[config.mk]
export PLATFORM = sky130hd
export DESIGN_NAME = hazard_stall_unit_flat
export DESIGN_NICKNAME = d
export VERILOG_FILES = /design/src/rtl/hazard_stall_if.sv /design/src/rtl/hazard_stall_unit.sv /design/src/flat_wrapper.sv
export SDC_FILE = /design/constraint.sdc
export NUM_CORES = 1
export LEC_CHECK = 0
export CAP_MARGIN = 20
export CORE_ASPECT_RATIO = 0.9
export CORE_MARGIN = 4
export CORE_UTILIZATION = 35
export CTS_CLUSTER_SIZE = 12
export DETAILED_ROUTE_END_ITERATION = 16
export GPL_ROUTABILITY_DRIVEN = 0
export GPL_TIMING_DRIVEN = 0
export HOLD_SLACK_MARGIN = 0.1
export PLACE_DENSITY = 0.76
export SYNTH_ARGS = -nofsm -noshare
export SYNTH_HDL_FRONTEND = slang
export SYNTH_SLANG_ARGS = --single-unit
[constraint.sdc]
create_clock -name clk -period 1.95 [get_ports clk]
set_input_delay 0.39 -clock clk [delete_from_list [all_inputs] [get_ports clk]]
set_output_delay 0.39 -clock clk [all_outputs]
set_load 0.01 [all_outputs]
[src/rtl/hazard_stall_if.sv]
// Pipeline <-> hazard unit signal bundle. The pipeline (master) supplies register
// indices and hazard sources; the hazard unit (slave) returns enables, flushes and status.
interface hazard_stall_if;
   logic [4:0]  IFID_rs1;
   logic [4:0]  IFID_rs2;
   logic [4:0]  IDEX_rd;
   logic        IDEX_MemRead;
   logic        branch_taken;
   logic        mem_busy;
   logic        PC_write;
   logic        IFID_write;
   logic        IDEX_bubble;
   logic        IFID_flush;
   logic        IDEX_flush;
   logic        pipe_freeze;
   logic        mem_timeout;
   logic [15:0] load_stall_cnt;
   logic [15:0] flush_cnt;
   logic [15:0] mem_stall_cnt;

   modport master (
      output IFID_rs1, IFID_rs2, IDEX_rd, IDEX_MemRead, branch_taken, mem_busy,
      input  PC_write, IFID_write, IDEX_bubble, IFID_flush, IDEX_flush, pipe_freeze,
      input  mem_timeout, load_stall_cnt, flush_cnt, mem_stall_cnt
   );

   modport slave (
      input  IFID_rs1, IFID_rs2, IDEX_rd, IDEX_MemRead, branch_taken, mem_busy,
      output PC_write, IFID_write, IDEX_bubble, IFID_flush, IDEX_flush, pipe_freeze,
      output mem_timeout, load_stall_cnt, flush_cnt, mem_stall_cnt
   );
endinterface

[src/rtl/hazard_stall_unit.sv]
// Stall/flush controller for a 5-stage RISC-V pipeline (load-use, branch redirect, memory wait).
// Optional feature: define STALL_COUNTERS_EN to make the three 16-bit stall counters live.
module hazard_stall_unit #(
   parameter int FLUSH_CYCLES = 1,
   parameter int MEM_TIMEOUT  = 64
) (
   input  logic        clk,
   input  logic        reset,
   hazard_stall_if.slave bus,
   output logic [1:0]  o_dbg_state
);

   typedef enum logic [1:0] {
      ST_RUN      = 2'd0,
      ST_FLUSH    = 2'd1,
      ST_MEM_WAIT = 2'd2
   } state_t;

   localparam logic [2:0] RELOAD  = 3'(FLUSH_CYCLES - 1);
   localparam logic [7:0] TIMEOUT = 8'(MEM_TIMEOUT);

   state_t     r_state, w_state_nxt;
   logic [2:0] r_remaining, w_remaining_nxt;
   logic [7:0] r_wait_cnt, w_wait_cnt_nxt;
   logic       r_ret_flush, w_ret_flush_nxt;
   logic       r_timeout, w_timeout_nxt;

   logic w_load_use;
   logic w_in_flush;
   logic w_pc_write, w_ifid_write, w_bubble, w_ifid_flush, w_idex_flush, w_freeze;

   assign w_load_use = bus.IDEX_MemRead && (bus.IDEX_rd != 5'd0) &&
                       ((bus.IDEX_rd == bus.IFID_rs1) || (bus.IDEX_rd == bus.IFID_rs2));

   // A MEM_WAIT cycle with mem_busy low behaves like the state it interrupted.
   assign w_in_flush = (r_state == ST_FLUSH) || ((r_state == ST_MEM_WAIT) && r_ret_flush);

   always_comb begin
      w_state_nxt     = r_state;
      w_remaining_nxt = r_remaining;
      w_wait_cnt_nxt  = r_wait_cnt;
      w_ret_flush_nxt = r_ret_flush;
      w_pc_write      = 1'b1;
      w_ifid_write    = 1'b1;
      w_bubble        = 1'b0;
      w_ifid_flush    = 1'b0;
      w_idex_flush    = 1'b0;
      w_freeze        = 1'b0;

      if (bus.mem_busy) begin
         w_freeze     = 1'b1;
         w_pc_write   = 1'b0;
         w_ifid_write = 1'b0;
         w_state_nxt  = ST_MEM_WAIT;
         if (r_state == ST_MEM_WAIT) begin
            if (r_wait_cnt != 8'hFF) w_wait_cnt_nxt = r_wait_cnt + 8'd1;
         end else begin
            w_wait_cnt_nxt  = 8'd1;
            w_ret_flush_nxt = (r_state == ST_FLUSH);
         end
      end else begin
         w_wait_cnt_nxt  = 8'd0;
         w_ret_flush_nxt = 1'b0;
         if (bus.branch_taken) begin
            w_ifid_flush = 1'b1;
            w_idex_flush = 1'b1;
            if (FLUSH_CYCLES > 1) begin
               w_state_nxt     = ST_FLUSH;
               w_remaining_nxt = RELOAD;
            end else begin
               w_state_nxt     = ST_RUN;
               w_remaining_nxt = 3'd0;
            end
         end else if (w_in_flush) begin
            // Load-use is ignored here: the instruction in ID is being discarded.
            w_ifid_flush = 1'b1;
            if (r_remaining <= 3'd1) begin
               w_remaining_nxt = 3'd0;
               w_state_nxt     = ST_RUN;
            end else begin
               w_remaining_nxt = r_remaining - 3'd1;
               w_state_nxt     = ST_FLUSH;
            end
         end else begin
            w_state_nxt = ST_RUN;
            if (w_load_use) begin
               w_pc_write   = 1'b0;
               w_ifid_write = 1'b0;
               w_bubble     = 1'b1;
            end
         end
      end

      w_timeout_nxt = r_timeout || (bus.mem_busy && (w_wait_cnt_nxt == TIMEOUT));
   end

   always_ff @(posedge clk) begin
      if (!reset) begin
         r_state     <= ST_RUN;
         r_remaining <= 3'd0;
         r_wait_cnt  <= 8'd0;
         r_ret_flush <= 1'b0;
         r_timeout   <= 1'b0;
      end else begin
         r_state     <= w_state_nxt;
         r_remaining <= w_remaining_nxt;
         r_wait_cnt  <= w_wait_cnt_nxt;
         r_ret_flush <= w_ret_flush_nxt;
         r_timeout   <= w_timeout_nxt;
      end
   end

   // Control outputs fall back to the no-hazard defaults while reset is held.
   assign bus.PC_write    = reset ? w_pc_write   : 1'b1;
   assign bus.IFID_write  = reset ? w_ifid_write : 1'b1;
   assign bus.IDEX_bubble = reset & w_bubble;
   assign bus.IFID_flush  = reset & w_ifid_flush;
   assign bus.IDEX_flush  = reset & w_idex_flush;
   assign bus.pipe_freeze = reset & w_freeze;
   assign bus.mem_timeout = reset & r_timeout;
   assign o_dbg_state     = r_state;

`ifdef STALL_COUNTERS_EN
   logic [15:0] r_load_stall_cnt, r_flush_cnt, r_mem_stall_cnt;

   always_ff @(posedge clk) begin
      if (!reset) begin
         r_load_stall_cnt <= 16'h0000;
         r_flush_cnt      <= 16'h0000;
         r_mem_stall_cnt  <= 16'h0000;
      end else begin
         if (w_bubble && (r_load_stall_cnt != 16'hFFFF))
            r_load_stall_cnt <= r_load_stall_cnt + 16'd1;
         if (!bus.mem_busy && bus.branch_taken && (r_flush_cnt != 16'hFFFF))
            r_flush_cnt <= r_flush_cnt + 16'd1;
         if (w_freeze && (r_mem_stall_cnt != 16'hFFFF))
            r_mem_stall_cnt <= r_mem_stall_cnt + 16'd1;
      end
   end

   assign bus.load_stall_cnt = r_load_stall_cnt;
   assign bus.flush_cnt      = r_flush_cnt;
   assign bus.mem_stall_cnt  = r_mem_stall_cnt;
`else
   assign bus.load_stall_cnt = 16'h0000;
   assign bus.flush_cnt      = 16'h0000;
   assign bus.mem_stall_cnt  = 16'h0000;
`endif

endmodule

[src/flat_wrapper.sv]
// flat-port wrapper written by rule: the top's interface ports become plain ports
module hazard_stall_unit_flat 
#(
   parameter int FLUSH_CYCLES = 1,
   parameter int MEM_TIMEOUT  = 64
)
  (clk, reset, o_dbg_state, bus_IFID_rs1, bus_IFID_rs2, bus_IDEX_rd, bus_IDEX_MemRead, bus_branch_taken, bus_mem_busy, bus_PC_write, bus_IFID_write, bus_IDEX_bubble, bus_IFID_flush, bus_IDEX_flush, bus_pipe_freeze, bus_mem_timeout, bus_load_stall_cnt, bus_flush_cnt, bus_mem_stall_cnt);
  hazard_stall_if bus_i ();
  input  logic clk;
  input  logic reset;
  output logic [1:0] o_dbg_state;
  input wire logic [$bits(bus_i.IFID_rs1)-1:0] bus_IFID_rs1;
  input wire logic [$bits(bus_i.IFID_rs2)-1:0] bus_IFID_rs2;
  input wire logic [$bits(bus_i.IDEX_rd)-1:0] bus_IDEX_rd;
  input wire logic [$bits(bus_i.IDEX_MemRead)-1:0] bus_IDEX_MemRead;
  input wire logic [$bits(bus_i.branch_taken)-1:0] bus_branch_taken;
  input wire logic [$bits(bus_i.mem_busy)-1:0] bus_mem_busy;
  output wire logic [$bits(bus_i.PC_write)-1:0] bus_PC_write;
  output wire logic [$bits(bus_i.IFID_write)-1:0] bus_IFID_write;
  output wire logic [$bits(bus_i.IDEX_bubble)-1:0] bus_IDEX_bubble;
  output wire logic [$bits(bus_i.IFID_flush)-1:0] bus_IFID_flush;
  output wire logic [$bits(bus_i.IDEX_flush)-1:0] bus_IDEX_flush;
  output wire logic [$bits(bus_i.pipe_freeze)-1:0] bus_pipe_freeze;
  output wire logic [$bits(bus_i.mem_timeout)-1:0] bus_mem_timeout;
  output wire logic [$bits(bus_i.load_stall_cnt)-1:0] bus_load_stall_cnt;
  output wire logic [$bits(bus_i.flush_cnt)-1:0] bus_flush_cnt;
  output wire logic [$bits(bus_i.mem_stall_cnt)-1:0] bus_mem_stall_cnt;
  assign bus_i.IFID_rs1 = bus_IFID_rs1;
  assign bus_i.IFID_rs2 = bus_IFID_rs2;
  assign bus_i.IDEX_rd = bus_IDEX_rd;
  assign bus_i.IDEX_MemRead = bus_IDEX_MemRead;
  assign bus_i.branch_taken = bus_branch_taken;
  assign bus_i.mem_busy = bus_mem_busy;
  assign bus_PC_write = bus_i.PC_write;
  assign bus_IFID_write = bus_i.IFID_write;
  assign bus_IDEX_bubble = bus_i.IDEX_bubble;
  assign bus_IFID_flush = bus_i.IFID_flush;
  assign bus_IDEX_flush = bus_i.IDEX_flush;
  assign bus_pipe_freeze = bus_i.pipe_freeze;
  assign bus_mem_timeout = bus_i.mem_timeout;
  assign bus_load_stall_cnt = bus_i.load_stall_cnt;
  assign bus_flush_cnt = bus_i.flush_cnt;
  assign bus_mem_stall_cnt = bus_i.mem_stall_cnt;
  hazard_stall_unit #(.FLUSH_CYCLES(FLUSH_CYCLES), .MEM_TIMEOUT(MEM_TIMEOUT)) u_core (.clk(clk), .reset(reset), .bus(bus_i), .o_dbg_state(o_dbg_state));
endmodule
# After elaboration in Yosys (flattened, before gate mapping)
# Cells that the tools add are included.
[op_classes]
addsub = 2
n_mul = 0
n_div = 0
magnitude_cmp = 1
eq_ne = 6
n_shift = 0
mux = 25
bitwise_logic = 8
reduce_logical = 12
[op_table]
columns = ["cell", "n"]
rows = [
  ["two-way mux 8 bit", 3],
  ["two-way mux 1 bit", 17],
  ["equality test 5 bit", 2],
  ["two-way mux 3 bit", 3],
  ["adder 8 x 1 -> 8 bit (second input constant)", 1],
  ["equality test 8 x 7 -> 1 bit (second input constant)", 1],
  ["!= test 8 bit (second input constant)", 1],
  ["AND 1 bit", 5],
  ["nonzero test 5 bit", 1],
  ["logical AND 1 bit", 4],
  ["two-way mux 2 bit", 2],
  ["AND reduction 2 bit", 2],
  ["OR reduction 4 bit", 1],
  ["<= comparator 3 x 1 -> 1 bit (second input constant)", 1],
  ["logical OR 1 bit", 3],
  ["inverter 1 bit", 3],
  ["subtractor 3 x 1 -> 3 bit (second input constant)", 1],
  ["equality test 2 x 1 -> 1 bit (second input constant)", 1],
  ["equality test 2 bit (second input constant)", 1],
  ["nonzero test 2 bit", 1],
]
[word_totals]
register_bits = 15
latch_bits = 0
ramBits = 0
romBits = 0
out_inout_bits = 57
word_cells = 60
mem_count = 0

# Depth between registers and ports, before layout
[logic_depth]
depth_word = 8
ltp_mapped = 6
ltp_nobuf = 6

# Worst setup path after synthesis
# No wires, ideal clock.
[synth_timing]
path_kind = "input -> output"
start = "input port bus_IDEX_rd[0]"
end = "output port bus_PC_write"
t_arrival_ps = 1499
required_ps = 1560
path_slack_ps = 61
stages = 5
n_path_buf = 1
path_cell_list = "or4_1 o2111ai_1 a21oi_1 nor2_1 buf_4"
[synth_between]
elab_chain_cells = 8
elab_cells_between_ends = 11
[synth_lines]
columns = ["item", "line_no", "text"]
rows = [
  ["start: declaration", "flat_wrapper.sv:14", "input wire logic [$bits(bus_i.IDEX_rd)-1:0] bus_IDEX_rd;"],
  ["equality test 5 bit / nonzero test 5 bit (equally long branches)", "hazard_stall_unit.sv:33, hazard_stall_unit.sv:32", ""],
  ["logical OR 1 bit / logical AND 1 bit (equally long branches)", "hazard_stall_unit.sv:33, hazard_stall_unit.sv:32", ""],
  ["logical AND 1 bit *", "hazard_stall_unit.sv:32", "assign w_load_use = bus.IDEX_MemRead && (bus.IDEX_rd != 5'd0) &&"],
  ["two-way mux 1 bit * (5 in a row)", "n/a", ""],
  ["end: declaration", "flat_wrapper.sv:18", "output wire logic [$bits(bus_i.PC_write)-1:0] bus_PC_write;"],
]
# Mark *: on every way between the ends. The rest lies on a longest branch, timed or not.

# Final worst setup path
[layout_timing]
start = "input port bus_IFID_rs1[3]"
end = "output port bus_PC_write"
[layout_between]
elab_chain_cells = 8
[layout_lines]
columns = ["item", "line_no", "text"]
rows = [
  ["start: declaration", "flat_wrapper.sv:12", "input wire logic [$bits(bus_i.IFID_rs1)-1:0] bus_IFID_rs1;"],
  ["equality test 5 bit", "hazard_stall_unit.sv:33", "((bus.IDEX_rd == bus.IFID_rs1) || (bus.IDEX_rd == bus.IFID_rs2));"],
  ["logical OR 1 bit", "hazard_stall_unit.sv:33", ""],
  ["logical AND 1 bit", "hazard_stall_unit.sv:32", ""],
  ["two-way mux 1 bit", "hazard_stall_unit.sv:86", "if (w_load_use) begin"],
  ["two-way mux 1 bit", "hazard_stall_unit.sv:74", "end else if (w_in_flush) begin"],
  ["two-way mux 1 bit", "hazard_stall_unit.sv:64", "if (bus.branch_taken) begin"],
  ["two-way mux 1 bit", "hazard_stall_unit.sv:50", "if (bus.mem_busy) begin"],
  ["two-way mux 1 bit", "hazard_stall_unit.sv:114", "assign bus.PC_write = reset ? w_pc_write : 1'b1;"],
]
# Every way passes these cells.

==> impl_metrics.csv <==
group,metric,value,unit
status,status,"finished, violations left",
status,violations,"setup timing",
clock_tree,clk_pin_slew,0.06,ns
die,boundaryPins,77,
hold_path,hold_path_depth,2,
clock_tree,cts.path.max_buffers,2,
logic_synthesis,synth_most_common_cell,"buf_4",
power_and_ir_drop,power.leakage,0.961,nW
power_and_ir_drop,pwr-share-clk,0.302,
power_and_ir_drop,switching_share,0.274,
detailed_routing,drc,0,
logic_synthesis,ys_seq_area_frac,0.236,
logic_synthesis,async_flop_share,0,
clock_tree,clk_latency,0.24,ns
power_and_ir_drop,pwr-share-seq,0.394,
cells_and_area,multi_input_area,792,µm²
placement,dpl.hpwl,2.23,mm
cells_and_area,final_nets,261,
logic_synthesis,yosysTopAreaCellShare,0.289,
detailed_routing,wl_per_cell,9.74,µm
cells_and_area,final_area,1880,µm²
timing,layout_min_cycle_time,1.96,ns
logic_synthesis,synth_edf_count,0,
power_and_ir_drop,p_sw,223,µW
clock_tree,cts_buffers,3,
power_and_ir_drop,internal-power,590,µW
die,die_width,71.5,µm
setup_path,critPathCaptureType,"output pin",
die,die_y,65.2,µm
logic_synthesis,synth_common_cells,"49 x buf_4, 15 x dfxtp_1, 10 x nor2_1",
clock_tree,cts_tree,"done",
detailed_routing,ant_nets,0,
placement,io_buffers,28,
detailed_routing,drt_wl_total,2.74,mm
timing,whs,0.463,ns
power_and_ir_drop,power_frac_comb,0.304,
setup_path,arrival,1.57,ns
clock_tree,cts_root_buffer,"clkbuf_8",
power_and_ir_drop,vdd_ir_drop_max,0.404,mV
clock_tree,htree_num_levels,1,
global_routing,grt_antenna_before_repair,0,
timing,slew_violations,0,
cells_and_area,syn2layout_area_growth,47.5,%
timing,timing.final.ws_setup,-0.0132,ns
logic_synthesis,synth_warnings,0,
timing,fin_crit_sh,1.01,
global_routing,grt_pass1_wl,4.31,mm
logic_synthesis,synth_largest_area_cell,"buf_4",
timing,grt_setup_unrepaired,"true",
placement,dpl_cell_area,1780,µm²
detailed_routing,viasPerCell,3.87,
cells_and_area,fill_cells,328,
run,cap_violations,0,
cells_and_area,diodes,0,
cells_and_area,regArea,303,µm²
setup_path,crit_path_start_kind,"input pin",
die,die_area,4660,µm²
setup_path,worstSetupPathType,"input pin to output pin",
logic_synthesis,syn_area,1270,µm²
detailed_routing,drtPass1Iterations,4,
logic_synthesis,postSynthCellCount,153,
global_routing,overflow,0,
die,std_cell_rows,20,
detailed_routing,drtIter0Drc,13,
logic_synthesis,avgSynthCellArea,8.31,µm²
setup_path,cp.required,1.56,ns
logic_synthesis,synth-seq-cells,15,
cells_and_area,final_layout_size_suffix_gt1_frac,0.367,
logic_synthesis,synth_area_leaders,"buf_4 29%, dfxtp_1 24%, xnor2_1 4.8%",
timing,finClkSkew,0.00436,ns
timing,fmax,0.509,GHz
logic_synthesis,synth_flop_cell,"dfxtp_1",
detailed_routing,vias,1088,
clock_tree,numClockSinks,15,
timing,final-hold-violation-count,0,
setup_path,r2r_cells,6,
hold_path,min_path_type,"register to register",
setup_path,worstPathMaxFanout,2,
timing,setup_viol,1,
global_routing,grt_max_degree,10,
global_routing,first_global_vias,960,
die,initial_core_util,0.371,
die,core_area,3430,µm²
logic_synthesis,synth.distinct_cells,41,
power_and_ir_drop,power.density,433,nW/µm²
global_routing,grtUsageTotal,0.116,
power_and_ir_drop,total_power,812,µW
## layout by cell type, fill, tap and decap left out, types with 3 or more instances in the layout
master / instances
a21oi_1: 5
a211oi_1: 3
ha_1: 3
nor2_1: 9
clkbuf_8: 3
buf_2: 4
dlygate4sd2_1: 8
conb_1: 48
dfxtp_1: 13
inv_1: 5
buf_4: 54
nand2_1: 5
nand3_1: 3
xor2_1: 6
xnor2_1: 7
clkdlybuf4s50_1: 10
## stage by stage
stage | instances | utilization | setup slack, ns | setup TNS, ns
2_1_floorplan | 200 | - | 0.0609 | 0
3_3_place_gp | 272 | 0.520 | -0.887 | -3.20
3_5_place_dp | 272 | 0.520 | -0.893 | -3.25
4_1_cts | 281 | 0.547 | -0.0818 | -0.153
5_1_grt | 281 | 0.547 | -0.0990 | -0.190
6_report | 281 | 0.547 | -0.0132 | -0.0132
## worst max-delay path, stage by stage
cell and delay (ns):
dlygate4sd2_1 0.24, xor2_1 0.16, nor3_2 0.20, nand3_1 0.11, a21oi_2 0.18, nor2_2 0.05
buf_4 0.13, buf_6 0.11
## layout make-up
| type | instances | area share |
|---|---|---|
| well taps | 44 | 0.0294 |
| plain buffers | 49 | 0.196 |
| flip-flops and latches | 15 | 0.161 |
| multi-input cells | 129 | 0.422 |
| clock inverters | 1 | 0.00267 |
| clock buffers | 3 | 0.0220 |
| inverters | 7 | 0.0140 |
| repair buffers | 33 | 0.152 |
## power by group through the flow
stage	Clock, mW	Combinational (mW)	Sequential, mW
floorplan	0	0.170	0.326
detailed placement	0	0.239	0.327
CTS	0.252	0.240	0.320
finish	0.245	0.247	0.320
global placement	0	0.237	0.327
global route	0.269	0.271	0.321
## state kept, by name (all words and copies together) (netlist names)
register            flops
u_core.o_dbg_state      2
u_core.r_remaining      3
u_core.r_timeout        1
u_core.r_ret_flush      1
u_core.r_wait_cnt       8
## repair_timing
item / 4_1_cts / 5_1_grt
endpoints found under the hold margin: 0 / 0
resized for setup: 55 / 9
buffers inserted: 5 / 0
hold buffers: 0 / 0
setup endpoints to repair: 7 / 5
pin swaps: 12 / 7
## per-layer routing
layer	wire length [µm]	track usage
met5	0	0
met3	174	0.0291
met2	1530	0.221
met4	17	0.0282
met1	1020	0.128
## path summary, 6_finish.rpt
kind / from / slack, ns / end
hold / removal: u_core.r_timeout$_SDFF_PN0_ / 0.46 / u_core.r_timeout$_SDFF_PN0_
setup reg to reg: u_core.r_wait_cnt[0]$_SDFF_PN0_ / 0.23 / u_core.r_timeout$_SDFF_PN0_
hold reg to reg: u_core.r_timeout$_SDFF_PN0_ / 0.46 / u_core.r_timeout$_SDFF_PN0_
setup / recovery: bus_IFID_rs1[3] / -0.01 / bus_PC_write
## cells by family (layout without fill, tap and decap cells)
family,count (synthesis),count (layout),synth area share
buffers and inverters,56,93,0.310
AND/OR/NAND/NOR,44,44,0.215
AO/OA/AOI/OAI,19,19,0.101
flip-flops,15,15,0.236
XOR/XNOR,13,13,0.0896
adder cells (fa/ha/maj),3,3,0.0295
multiplexers,2,2,0.0157
other,1,48,0.00295
No activity file was read; power rests on OpenSTA's default activity.
